`src/rtl/ring_noc_pkg.sv`:
```
// Shared ring NoC definitions: polarity encoding and the default flit width.
package ring_noc_pkg;

   localparam logic POL_WR_EVEN = 1'b1;
   localparam logic POL_WR_ODD  = 1'b0;
   localparam int   FLIT_W      = 64;

endpackage

```
`src/rtl/router_input_vc_buffer_if.sv`:
```
// Upstream link, switch port, occupancy and error signals of the VC input buffer.
interface router_input_vc_buffer_if
   import ring_noc_pkg::*;
#(
   parameter int DATA_W = FLIT_W,
   parameter int DEPTH  = 4,
   parameter int CNT_W  = $clog2(DEPTH + 1)
);
   logic              polarity;
   logic              si;
   logic [DATA_W-1:0] di;
   logic              ri;
   logic              req;
   logic [DATA_W-1:0] dout;
   logic              ack;
   logic [CNT_W-1:0]  even_cnt;
   logic [CNT_W-1:0]  odd_cnt;
   logic              err_ovf;
   logic              err_unf;

   modport master (
      output polarity, si, di, ack,
      input  ri, req, dout, even_cnt, odd_cnt, err_ovf, err_unf
   );

   modport slave (
      input  polarity, si, di, ack,
      output ri, req, dout, even_cnt, odd_cnt, err_ovf, err_unf
   );
endinterface

```
`src/rtl/router_vc_fifo.sv`:
```
// One virtual-channel bank: DEPTH-entry FIFO, registered write, combinational head read.
// Caller must qualify push with !full and pop with !empty; storage resets to zero so dout is never X.
module router_vc_fifo #(
   parameter int DATA_W = 64,
   parameter int DEPTH  = 4,
   parameter int CNT_W  = $clog2(DEPTH + 1)
) (
   input  logic              clk,
   input  logic              reset,
   input  logic              push,
   input  logic [DATA_W-1:0] din,
   input  logic              pop,
   output logic [DATA_W-1:0] dout,
   output logic [CNT_W-1:0]  count,
   output logic              full,
   output logic              empty
);
   localparam int PTR_W = (DEPTH > 1) ? $clog2(DEPTH) : 1;

   logic [DATA_W-1:0] mem [DEPTH];
   logic [PTR_W-1:0]  wr_ptr;
   logic [PTR_W-1:0]  rd_ptr;

   // Explicit wrap so non-power-of-two depths stay in range.
   function automatic logic [PTR_W-1:0] next_ptr(input logic [PTR_W-1:0] p);
      return (p == PTR_W'(DEPTH - 1)) ? '0 : p + 1'b1;
   endfunction

   always_ff @(posedge clk) begin
      if (reset) begin
         wr_ptr <= '0;
         rd_ptr <= '0;
         count  <= '0;
         for (int i = 0; i < DEPTH; i++) begin
            mem[i] <= '0;
         end
      end else begin
         if (push) begin
            mem[wr_ptr] <= din;
            wr_ptr      <= next_ptr(wr_ptr);
         end
         if (pop) begin
            rd_ptr <= next_ptr(rd_ptr);
         end
         case ({push, pop})
            2'b10:   count <= count + 1'b1;
            2'b01:   count <= count - 1'b1;
            default: count <= count;
         endcase
      end
   end

   assign dout  = mem[rd_ptr];
   assign full  = (count == CNT_W'(DEPTH));
   assign empty = (count == '0);
endmodule

```
`src/rtl/router_input_vc_buffer.sv`:
```
// Two-bank VC input stage: polarity steers upstream writes to one bank and switch reads from the other.
// Flit readable the cycle after its push; ri drops when the write bank is full, req when the read bank is empty.
module router_input_vc_buffer
   import ring_noc_pkg::*;
#(
   parameter int DATA_W = FLIT_W,
   parameter int DEPTH  = 4,
   parameter int CNT_W  = $clog2(DEPTH + 1)
) (
   input logic                     clk,
   input logic                     reset,
   router_input_vc_buffer_if.slave bus
);
   logic              wr_even;
   logic              push_even, push_odd;
   logic              pop_even, pop_odd;
   logic              even_full, odd_full;
   logic              even_empty, odd_empty;
   logic [DATA_W-1:0] even_dout, odd_dout;
   logic              ri_int, req_int;
   logic              err_ovf_q, err_unf_q;

   assign wr_even = (bus.polarity == POL_WR_EVEN);
   assign ri_int  = wr_even ? !even_full : !odd_full;
   assign req_int = wr_even ? !odd_empty : !even_empty;

   // Write and read banks always differ, so one FIFO never sees push and pop together.
   assign push_even = bus.si  && ri_int  &&  wr_even;
   assign push_odd  = bus.si  && ri_int  && !wr_even;
   assign pop_even  = bus.ack && req_int && !wr_even;
   assign pop_odd   = bus.ack && req_int &&  wr_even;

   router_vc_fifo #(.DATA_W(DATA_W), .DEPTH(DEPTH), .CNT_W(CNT_W)) u_even (
      .clk   (clk),
      .reset (reset),
      .push  (push_even),
      .din   (bus.di),
      .pop   (pop_even),
      .dout  (even_dout),
      .count (bus.even_cnt),
      .full  (even_full),
      .empty (even_empty)
   );

   router_vc_fifo #(.DATA_W(DATA_W), .DEPTH(DEPTH), .CNT_W(CNT_W)) u_odd (
      .clk   (clk),
      .reset (reset),
      .push  (push_odd),
      .din   (bus.di),
      .pop   (pop_odd),
      .dout  (odd_dout),
      .count (bus.odd_cnt),
      .full  (odd_full),
      .empty (odd_empty)
   );

   always_ff @(posedge clk) begin
      if (reset) begin
         err_ovf_q <= 1'b0;
         err_unf_q <= 1'b0;
      end else begin
         if (bus.si && !ri_int)
            err_ovf_q <= 1'b1;
         if (bus.ack && !req_int)
            err_unf_q <= 1'b1;
      end
   end

   assign bus.ri      = ri_int;
   assign bus.req     = req_int;
   assign bus.dout    = wr_even ? odd_dout : even_dout;
   assign bus.err_ovf = err_ovf_q;
   assign bus.err_unf = err_unf_q;
endmodule

```
`src/flat_wrapper.sv`:
```
// flat-port wrapper written by rule: the top's interface ports become plain ports
module router_input_vc_buffer_flat import ring_noc_pkg::*;
#(
   parameter int DATA_W = FLIT_W,
   parameter int DEPTH  = 4,
   parameter int CNT_W  = $clog2(DEPTH + 1)
)
  (clk, reset, bus_polarity, bus_si, bus_di, bus_ack, bus_ri, bus_req, bus_dout, bus_even_cnt, bus_odd_cnt, bus_err_ovf, bus_err_unf);
  router_input_vc_buffer_if #(.DATA_W(DATA_W), .DEPTH(DEPTH), .CNT_W(CNT_W)) bus_i ();
  input logic clk;
  input logic reset;
  input wire logic [$bits(bus_i.polarity)-1:0] bus_polarity;
  input wire logic [$bits(bus_i.si)-1:0] bus_si;
  input wire logic [$bits(bus_i.di)-1:0] bus_di;
  input wire logic [$bits(bus_i.ack)-1:0] bus_ack;
  output wire logic [$bits(bus_i.ri)-1:0] bus_ri;
  output wire logic [$bits(bus_i.req)-1:0] bus_req;
  output wire logic [$bits(bus_i.dout)-1:0] bus_dout;
  output wire logic [$bits(bus_i.even_cnt)-1:0] bus_even_cnt;
  output wire logic [$bits(bus_i.odd_cnt)-1:0] bus_odd_cnt;
  output wire logic [$bits(bus_i.err_ovf)-1:0] bus_err_ovf;
  output wire logic [$bits(bus_i.err_unf)-1:0] bus_err_unf;
  assign bus_i.polarity = bus_polarity;
  assign bus_i.si = bus_si;
  assign bus_i.di = bus_di;
  assign bus_i.ack = bus_ack;
  assign bus_ri = bus_i.ri;
  assign bus_req = bus_i.req;
  assign bus_dout = bus_i.dout;
  assign bus_even_cnt = bus_i.even_cnt;
  assign bus_odd_cnt = bus_i.odd_cnt;
  assign bus_err_ovf = bus_i.err_ovf;
  assign bus_err_unf = bus_i.err_unf;
  router_input_vc_buffer #(.DATA_W(DATA_W), .DEPTH(DEPTH), .CNT_W(CNT_W)) u_core (.clk(clk), .reset(reset), .bus(bus_i));
endmodule
```
`config.mk`:
```
export PLATFORM = sky130hd
export DESIGN_NAME = router_input_vc_buffer_flat
export DESIGN_NICKNAME = d
export VERILOG_FILES = /design/src/rtl/ring_noc_pkg.sv /design/src/rtl/router_input_vc_buffer_if.sv /design/src/rtl/router_vc_fifo.sv /design/src/rtl/router_input_vc_buffer.sv /design/src/flat_wrapper.sv
export SDC_FILE = /design/constraint.sdc
export NUM_CORES = 1
export LEC_CHECK = 0
export ABC_AREA = 1
export CAP_MARGIN = 20
export CORE_MARGIN = 10
export CORE_UTILIZATION = 40
export DETAILED_ROUTE_END_ITERATION = 7
export PLACE_DENSITY_LB_ADDON = 0.3
export SLEW_MARGIN = 20
export SYNTH_ARGS = -nofsm -noshare
export SYNTH_HDL_FRONTEND = slang
export SYNTH_HIERARCHICAL = 1
export SYNTH_SLANG_ARGS = --single-unit
```
`constraint.sdc`:
```
create_clock -name clk -period 8.4 [get_ports clk]
set_input_delay 1.26 -clock clk [delete_from_list [all_inputs] [get_ports clk]]
set_output_delay 1.26 -clock clk [all_outputs]
set_load 0.02 [all_outputs]
```
* Word-level counts from Yosys, hierarchy flattened *
Memories as Yosys holds them, arrays and structs flattened. A register that Yosys moved wholly into a read port is not among the register bits.
Cells that the tools add are included.

cells by class
  add/subtract/negate cells = 8
  eq/ne operators = 10
  muxes and demuxes = 27
  reductions and logical operators = 21

operators with widths
  cell                   number
  $mux W64               3
  $reduce_or A64 Y1      2
  $mux W2                10
  $eq A2 B2 Y1 const B   6
  $mux W1                12
  $pmux W3 S2            2
  $add A2 B1 Y2 const B  4
  $logic_and A1 B1 Y1    8
  $logic_not A1 Y1       7
  $add A3 B1 Y3 const B  2
  $eq A3 B3 Y1 const B   2
  $logic_not A3 Y1       2
  $sub A3 B1 Y3 const B  2
  $eq A2 B1 Y1 const B   2
  $reduce_bool A2 Y1     2

word-level totals
  flip-flop bits (word level) = 16
  memory bits (writable) = 512
  logic and storage cells = 76
  memories kept = 2

memory list
  memory             depth  bits a word  rd ports  clocked after memory_dff  write ports  RTL line              text
  u_core.u_even.mem  4      64           1         1                         4            router_vc_fifo.sv:20  logic [DATA_W-1:0] mem [DEPTH];
  u_core.u_odd.mem   4      64           1         1                         4            router_vc_fifo.sv:20

* Logic depth before layout (Yosys ltp) *
Gate-level depths: netlist of run 1.

  word-level depth = 10
  depth in mapped cells = 15
  mapped depth without buffers = 15

* Hierarchy *
Netlist of run 1, hierarchy kept.

by module, submodules not included
  module                  instances  cells each  area each (sq um)  sequential area each (sq um)
  router_vc_fifo          2          1026        11257.0            7867.5
  router_input_vc_buffer  1          231         1006.0             40.0

* Least setup slack after synthesis of run 1 *
Ideal clock, no wire load.

  kind = in2reg
  from = input port bus_polarity
  to = memory u_core.u_odd.mem[3][0], enable pin
  data arrival time = 6.583 ns
  data required time = 7.819 ns
  setup slack = 1.236 ns
  stages on the path = 6
  cells stage by stage = inv_2 > buf_6 > nand2_4 > nor2_1 > inv_1 > o31ai_1

RTL lines
  item                RTL line              text
  start: declaration  flat_wrapper.sv:12    input wire logic [$bits(bus_i.polarity)-1:0] bus_polarity;
  end: declaration    router_vc_fifo.sv:20

==> impl_results.md, run 1 <==
- Post-synth net total: 2360
- #FFs+latches synth: approximately 530
- Clk pin slew, worst setup/hold paths: 0.06 ns
- Final worst-path cycle share: 0.604
- CTS buffer count: 56
- Clk_lat worst skew: 0.60 ns
- H-tree levels: 2
- Library cells used by synthesis: 22
- DIE AREA: 0.0689 mm²
- Drt drc: 0
- Router iterations before antenna repair: 5
- Horiz. Die Dim: 262 µm
- Slew HR: 0.239
- Maximum clock insertion buffer count: 3
- Commonest non-fill, non-tap cell in the layout: nor2_1
- Vias in the first global route: 17100
- FMAX: 0.197 GHz
- Post-synth EDFFs: 512
- Ports: 143
- Ys Warns: 6
- Post-synth ARST share: 0
- Synth Flop Type: edfxtp_1
- Starting density of the core: 0.406
- Min Hold Slack: around 0.46 ns
- Crit path buf inv count: 3
- N_diodes: 0
- HPWL Detailed: 33.7 mm
- GP Congestion: 0.745
- Critical path required time: 7.14 ns
- # resized after CTS: 0
- Port buffer count: 142
- Drt wl/cell: about 20 µm
- Antenna violations before repair: 0
- Area of the mapped netlist: 0.0235 mm²
- Setup TNS: 0 ns
- Max-cap viol count: 0
- CP endpoint kind: output pin
- Post-DR vias/cell: 5.31
- Starting DRT DRC Count: 1460
- CP Cell Sequence: inv_4 > buf_4 > o21ai_0 > o22ai_1 > nand2_1 > nand2_1 > clkdlybuf4s50_1
- Combinational Power Share: 0.130
- Critical path's largest stage delay: 0.79 ns
- HP Class: flop to flop
- Tmin final: just over 5 ns
- Critical-path cell with the highest stage delay: buf_4
- CTS root buf: clkbuf_16
- Non-filler instance count after layout: around 3200
- Placement row count: 88
- Leakage: 0.0109 µW
- WS Path Type: flop to output pin
- Worst path top cell family by delay: buffers and inverters
- VDD IR max: 0.149 mV
- Worst endpoint data arrival time: 3.81 ns
- Switching power: 1610 µW
- Clk pwr share: 0.385
- Placed insts: 3055
- Die Y-Extent: 262 µm
- Slew Limit Fails: 0
- Synthesized area per cell: 10.3 µm²
- Share of cells above drive strength 1: 0.0543
- Most used cell, CP: nand2_1
- Area post-placement: 0.0252 mm²
- Critical Path Start Type: flop
- RSZ-0062 raised after global routing: false
- Vias: 16800
- Fin nets: roughly 2400
- Clk_skew: 0.0189 ns
- Post-CTS Setup Bufs: 0
- CTS tree: done
- Pwr Density: 236 mW/mm²
- Largest net degree at the start of global routing: 97
- Internal Power: 4790 µW
- Final ANT Viol Nets: 0
- Status: completed
- Total Routed Length: 63.7 mm
- Core Region: between 0.05 and 0.06 mm²
- Sw Share: 0.252
- Design area: 0.0271 mm²
- Register area share after synthesis: 0.671
- Overall Power: 6400 µW
- Sequential Power Share: 0.485
- Crit-path max FO: 80
- Tightest Pin Transition: 1.14 ns
- Syn-to-layout area delta: 15.2%
- Hold Fails Final Rpt: 0
- TritonCTS Sinks: 532
- Cells after synthesis: 2283
- GRT Total Usage: 0.179
- Most frequent cells in the layout: 780 x nor2_1, 512 x edfxtp_1, 222 x o21ai_0, 206 x nand2_1, 158 x inv_1
- Grt total ovfl: 0
- CTS Hold Bufs: 0
- Global-route wire length before repair: 98.3 mm
- Final setup violation count: 0
[per-stage QoR]
stage,utilization,setup slack (ns)
floorplan,-,1.24
global placement,0.435,3.12
detailed placement,0.435,3.06
CTS,0.467,3.29
global route,0.468,3.06
finish,0.468,3.33
[worst reg2reg max path: stages (launching register included)]
cell     delay, ns
dfxtp_1       0.37
inv_1         0.07
nor3_1        0.15
inv_1         0.06
nand2_1       0.09
nor2_1        0.13
nand2_2       0.09
buf_4         0.74
nor2_2        0.11
nand2_2       0.09
buf_4         0.70
nand2_4       0.83
[registers in the layout, indices dropped and copies added (netlist names), named ones only]
signal and flops:
u_core/u_odd/mem 256, u_core/u_odd/wr_ptr 2, u_core/u_even/rd_ptr 2, u_core/bus.err_ovf 1, u_core/u_even/count 3, u_core/u_even/mem 256
u_core/u_odd/rd_ptr 2, u_core/bus.err_unf 1, u_core/u_even/wr_ptr 2, u_core/u_odd/count 3
[synthesized netlist by cell type, types with 7 or more instances]
master / count / area share
clkbuf_1: 54 / 0.0086
buf_2: 56 / 0.012
o21ai_0: 222 / 0.047
o22ai_1: 130 / 0.035
buf_4: 9 / 0.0029
a21oi_1: 8 / 0.0017
dfxtp_1: 20 / 0.017
nand2_1: 218 / 0.035
inv_2: 7 / 0.0011
nor2_1: 780 / 0.12
edfxtp_1: 512 / 0.65
o21ai_1: 42 / 0.0089
inv_1: 158 / 0.025
nand3_1: 8 / 0.0017
buf_6: 35 / 0.017
[cell type report]
class,count,area [µm²]
fillers,5430,30800
flip-flops and latches,532,15800
multi-input cells,1432,6290
repair buffers,163,1610
clock buffers,62,1420
well taps,765,957
inverters,165,627
clock inverters,41,403
[power by group through the flow]
stage	sequential [µW]	combinational (µW)	clock (µW)
finish	3100	832	2460
global route	3110	916	2620
CTS	3100	839	2500
detailed placement	3160	836	0
global placement	3150	825	0
floorplan	3140	500	0
[final timing paths]
kind / start / endpoint / slack [ns] / cells after the start
hold reg to reg: u_core/bus.err_unf$_SDFFE_PP0P_ / u_core/bus.err_unf$_SDFFE_PP0P_ / 0.46 / 2
setup reg to reg: u_core/u_even/count[2]$_SDFFE_PP0P_ / u_core/u_even/mem[0][30]$_SDFFCE_PN0P_ / 4.39 / 11
hold / removal: u_core/bus.err_unf$_SDFFE_PP0P_ / u_core/bus.err_unf$_SDFFE_PP0P_ / 0.46 / 2
setup / recovery: flop / bus_dout[3] / 3.33 / 7
[kinds of logic (layout without fill, tap and decap cells)]
group	after synthesis	count (layout)	synth area share
AO/OA/AOI/OAI	404	404	0.0931
AND/OR/NAND/NOR	1020	1020	0.165
buffers and inverters	319	431	0.0665
adder cells (fa/ha/maj)	8	8	0.00489
flip-flops	532	532	0.671
[metal layers]
metal,track usage,part of all wire
met1,0.229,0.41
met4,0.0612,0.027
met3,0.0271,0.062
met2,0.304,0.50
met5,0,0
Note: power is estimated with default switching activity, not from simulation.
==> run 2, diff against run 1 <==
==> constraint.sdc (replaced) <==
create_clock -name clk -period 4.1 [get_ports clk]
set_input_delay 0.615 -clock clk [delete_from_list [all_inputs] [get_ports clk]]
set_output_delay 0.615 -clock clk [all_outputs]
set_load 0.02 [all_outputs]
==> impl_results.md, run 2 (synthesized netlist as in run 1, its figures left out) <==
- Starting DRT DRC Count: 1437
- GP Congestion: 0.775
- Syn-to-layout area delta: 15.5%
- Status: completed
- Placement row count: roughly 90
- Antenna violations before repair: 1
- HP Class: flop to flop
- Most frequent cells in the layout: 780 x nor2_1, 512 x edfxtp_1, 222 x o21ai_0, 206 x nand2_1, 158 x inv_1
- Internal Power: 9410 µW
- Final ANT Viol Nets: 0
- Crit-path max FO: 69
- DIE AREA: 0.0689 mm²
- Worst endpoint data arrival time: 3.13 ns
- Reg area: 0.0158 mm²
- Switching power: 3270 µW
- Final setup violation count: 0
- FMAX: about 0.27 GHz
- VDD IR max: 0.300 mV
- Ports: 143
- Critical path required time: around 3.5 ns
- Top flop regs: u_core/u_even/mem: 256 flops, u_core/u_odd/mem: 256 flops
- Horiz. Die Dim: 262 µm
- Critical-path cell with the highest stage delay: dfxtp_4
- Pwr Density: 467 mW/mm²
- R2R Setup Slk: 1.66 ns
- Worst path top cell family by delay: buffers and inverters
- GRT Total Usage: 0.182
- Combinational Power Share: 0.140
- Hold Fails Final Rpt: 0
- Share of cells above drive strength 1: 0.0570
- Post-DR vias/cell: 5.30
- Vias in the first global route: 16800
- CP endpoint kind: output pin
- CTS buffer count: 53
- HPWL Detailed: around 37 mm
- Fin nets: 2441
- Multi-input gate area: roughly 0.0063 mm²
- Area post-placement: 0.0256 mm²
- CTS tree: done
- Design area: ~0.027 mm²
- Fillers: 5400
- CP Cell Sequence: buf_12 > o21ai_0 > o22ai_1 > nand2_1 > nand2_1 > clkdlybuf4s50_1
- Maximum clock insertion buffer count: 3
- Setup TNS: 0 ns
- Clk pin slew, worst setup/hold paths: 0.06 ns
- CTS root buf: clkbuf_16
- TritonCTS Sinks: 532
- Clk pwr share: 0.359
- Vias: between 15000 and 20000
- Tightest Pin Transition: between 1 and 1.5 ns
- Slew Limit Fails: 0
- Largest net degree at the start of global routing: 89
- Grt total ovfl: 0
- Post-CTS Setup Bufs: 0
- Global-route wire length before repair: 99.3 mm
- H-tree levels: 2
- Core Region: 0.0579 mm²
- Final worst-path cycle share: 0.913
- Router iterations before antenna repair: 5
- Commonest non-fill, non-tap cell in the layout: nor2_1
- Drt drc: 0
- Starting density of the core: 0.406
- Total Routed Length: 65.0 mm
- Die Y-Extent: roughly 260 µm
- Port buffer count: 142
- Sw Share: 0.258
- Critical Path Start Type: flop
- Most used cell, CP: nand2_1
- Crit path buf inv count: 2
- Tmin final: 3.74 ns
- Sequential Power Share: 0.501
- Clk_skew: 0.0130 ns
- Leakage: 0.0109 µW
- CTS Hold Bufs: 0
- RSZ-0062 raised after global routing: false
- Drt wl/cell: 20.5 µm
- # resized after CTS: 0
- Slew HR: 0.320
- Critical path's largest stage delay: 0.86 ns
- WS Path Type: flop to output pin
- Clk_lat worst skew: 0.59 ns
- Max-cap viol count: 0
run 2: changes by cell type in the layout (fill, tap and decap cells not counted), moves of 3 or more:
cell	previous run	this run
clkinv_1	18	11
clkbuf_1	6	13
nand2_4	5	14
bufinv_16	8	2
nand2_2	6	0
buf_4	19	22
buf_12	0	16
nand2_8	3	0
run 2: stage by stage:
stage               instances  utilization  power (µW)  setup WS (ns)  hold WS [ns]
finish                   3168        0.469       12700          0.359         0.457
global route             3168        0.469       13200          0.215         0.492
CTS                      3167        0.469       12800          0.361         0.462
detailed placement       3074        0.441        8250          0.884         0.452
global placement         3074        0.441        8220          0.933         0.446
floorplan                2283            -        7460          0.670         0.494
run 2: power by group through the flow:
stage	Sequential (µW)	Clock (µW)	Combinational (µW)
final	6350	4550	1770
after global placement	6460	0	1770
after CTS	6350	4640	1780
after global routing	6380	4860	1930
after detailed placement	6470	0	1780
after floorplan	6440	0	1030
run 2: worst paths after layout:
| path | to | startpoint | depth (start not counted) |
|---|---|---|---|
| worst max-delay path | bus_dout[7] | flop | 6 |
| worst min-delay path | u_core/bus.err_unf$_SDFFE_PP0P_ | u_core/bus.err_unf$_SDFFE_PP0P_ | 2 |
| worst max register to register | u_core/u_odd/mem[0][6]$_SDFFCE_PN0P_ | u_core/u_odd/count[1]$_SDFFE_PP0P_ | 9 |
| worst min register to register | u_core/bus.err_unf$_SDFFE_PP0P_ | u_core/bus.err_unf$_SDFFE_PP0P_ | 2 |
run 2: final cells by class:
cell class / instances / share of cell area
clock inverters: 25 / 0.00631
flip-flops and latches: 532 / 0.581
inverters: 165 / 0.0230
well taps: 765 / 0.0352
diodes: 1 / 0.0000921
multi-input cells: 1432 / 0.232
clock buffers: 68 / 0.0525
repair buffers: 180 / 0.0700
run 2: worst min-delay path: stages (launching register included):
cell	delay, ns
dfxtp_1	0.31
inv_1	0.05
a21oi_1	0.05
run 2: layer usage:
layer  wire, µm  GRT usage  part of all wire
met5          0          0                 0
met4       1750     0.0552             0.027
met3       4810     0.0345             0.074
met2      31700      0.309              0.49
met1      26700      0.231              0.41
==> run 3, diff against run 2 <==
--- a/config.mk
+++ b/config.mk
@@ -9,8 +9,10 @@
 export CAP_MARGIN = 20
 export CORE_MARGIN = 10
 export CORE_UTILIZATION = 40
+export CTS_BUF_LIST = sky130_fd_sc_hd__clkbuf_2 sky130_fd_sc_hd__clkbuf_4 sky130_fd_sc_hd__clkbuf_8
 export DETAILED_ROUTE_END_ITERATION = 7
 export PLACE_DENSITY_LB_ADDON = 0.3
+export SKIP_CTS_REPAIR_TIMING = 1
 export SLEW_MARGIN = 20
 export SYNTH_ARGS = -nofsm -noshare
 export SYNTH_HDL_FRONTEND = slang
==> impl_results.md, run 3 (synthesized netlist as in run 1, its figures left out) <==
- CP endpoint kind: output pin
- H-tree levels: 3
- Vias in the first global route: 17200
- Clk pin slew, worst setup/hold paths: 0.06 ns
- Tightest Pin Transition: 1.02 ns
- Pwr Density: 462 mW/mm²
- Leakage: 0.0110 µW
- Clk_lat worst skew: 0.65 ns
- Ports: 143
- Worst endpoint data arrival time: 3.23 ns
- Fin nets: 2473
- Hold Fails Final Rpt: 0
- WHS Endpoint: u_core/bus.err_unf$_SDFFE_PP0P_
- HP Start: u_core/bus.err_unf$_SDFFE_PP0P_
- FF-to-FF End: u_core/u_odd/mem[0][7]$_SDFFCE_PN0P_
- Status: completed
- Slew Limit Fails: 0
- Syn-to-layout area delta: 15.8%
- Clk_skew: 0.0295 ns
- TritonCTS Sinks: 532
- Drt drc: 0
- Setup TNS: 0 ns
- Vias: 17100
- FMAX: ~0.26 GHz
- Critical path required time: 3.48 ns
- Maximum clock insertion buffer count: 3
- Max-cap viol count: 0
- CTS tree: done
- Grt total ovfl: 0
- Final worst-path cycle share: 0.937
- Starting density of the core: 0.406
- Fillers: 5422
- Commonest non-fill, non-tap cell in the layout: nor2_1
- WS Path Type: flop to output pin
- GRT Total Usage: 0.184
- Drt wl/cell: 20.3 µm
- Post-DR vias/cell: approximately 5.3
- Critical Path Start Type: flop
- Tmin final: 3.84 ns
- Die Y-Extent: 262 µm
- R2R Setup Slk: ~1.6 ns
- Top flop regs: u_core/u_even/mem: 256 flops, u_core/u_odd/mem: 256 flops
- Largest net degree at the start of global routing: 89
- DIE AREA: 0.0689 mm²
- Placement row count: 88
- Final setup violation count: 0
- HPWL Detailed: 36.8 mm
- RSZ-0062 raised after global routing: false
- Share of cells above drive strength 1: 0.0825
- Non-filler instance count after layout: 3229
- Worst Reg2Reg Path Length in Cells: 9
- Router iterations before antenna repair: 5
- HP Class: flop to flop
- Global-route wire length before repair: 99.9 mm
- Placed insts: 3074
- Core Region: 0.0579 mm²
- CTS buffer count: 85
- VDD IR max: 0.191 mV
- Final ANT Viol Nets: 0
- Total Routed Length: 65.4 mm
- Antenna violations before repair: 2
- Slew HR: 0.322
- CTS root buf: clkbuf_8
- Post-Route Utilization: 0.470
- Crit-path max FO: 69
- Port buffer count: 142
- RR Startpoint: u_core/u_odd/count[1]$_SDFFE_PP0P_
- Starting DRT DRC Count: approximately 1600
- Horiz. Die Dim: about 260 µm
- GP Congestion: 0.775
- Hold path depth: 2
- Most frequent cells in the layout: 780 x nor2_1, 512 x edfxtp_1, 222 x o21ai_0, 206 x nand2_1, 158 x inv_1
==> run 3: changes by cell type in the layout (fill, tap and decap cells not counted), sizes merged <==
cell,delta
bufinv,-1
clkinv,+1
clkbuf,+58
clkinvlp,+1
diode,+1
inv,+1
==> run 3: metal layers <==
metal	wire, µm	track usage	part of all wire	vias up
met5	0	0	0	-
met4	1830	0.0709	0.028	0
met3	4820	0.0346	0.074	106
met2	32000	0.310	0.49	655
met1	26800	0.231	0.41	8366
li1	-	-	-	7929
==> run 3: layout make-up <==
| class | count | area (µm²) | share of cell area |
|---|---|---|---|
| Tap cell | 765 | 957 | 0.0352 |
| Multi-Input combinational cell | 1432 | 6300 | 0.231 |
| Antenna cell | 2 | 5.00 | 0.000184 |
| Sequential cell | 532 | 15800 | 0.580 |
| Clock buffer | 126 | 1500 | 0.0552 |
| Clock inverter | 27 | 150 | 0.00551 |
| Timing Repair Buffer | 180 | 1900 | 0.0699 |
| Inverter | 165 | 624 | 0.0229 |
==> run 3: power breakdown <==
part | internal [µW] | switching (µW)
combinational | 603 | 1170
clock | 2400 | 2040
sequential | 6240 | 114
total | 9250 | 3320
==> run 3: critical path, stage by stage, from the launching register on <==
cell and delay, ns:
dfxtp_4 0.87, buf_12 0.30, o21ai_0 0.12, o22ai_1 0.42, nand2_1 0.12, nand2_1 0.08
clkdlybuf4s50_1 0.60
==> run 3: how the worst max path moves through the flow <==
stage,to,depth (start not counted)
floorplan,u_core/u_odd/mem[0][0]$_SDFFCE_PN0P_,10
global placement,u_core/u_even/mem[1][24]$_SDFFCE_PN0P_,8
detailed placement,u_core/u_even/mem[1][15]$_SDFFCE_PN0P_,8
CTS,bus_dout[7],6
global route,bus_dout[7],6
finish,bus_dout[7],6
==> run 3: through the flow <==
stage / hold WS [ns] / power, µW / setup slack [ns] / area [µm²]
after global routing: 0.491 / 13100 / 0.116 / 27200
after CTS: 0.461 / 12700 / 0.258 / 27200
after detailed placement: 0.452 / 8250 / 0.884 / 25600
after global placement: 0.446 / 8220 / 0.933 / 25600
after floorplan: 0.494 / 7460 / 0.670 / 23500
final: 0.457 / 12600 / 0.259 / 27200
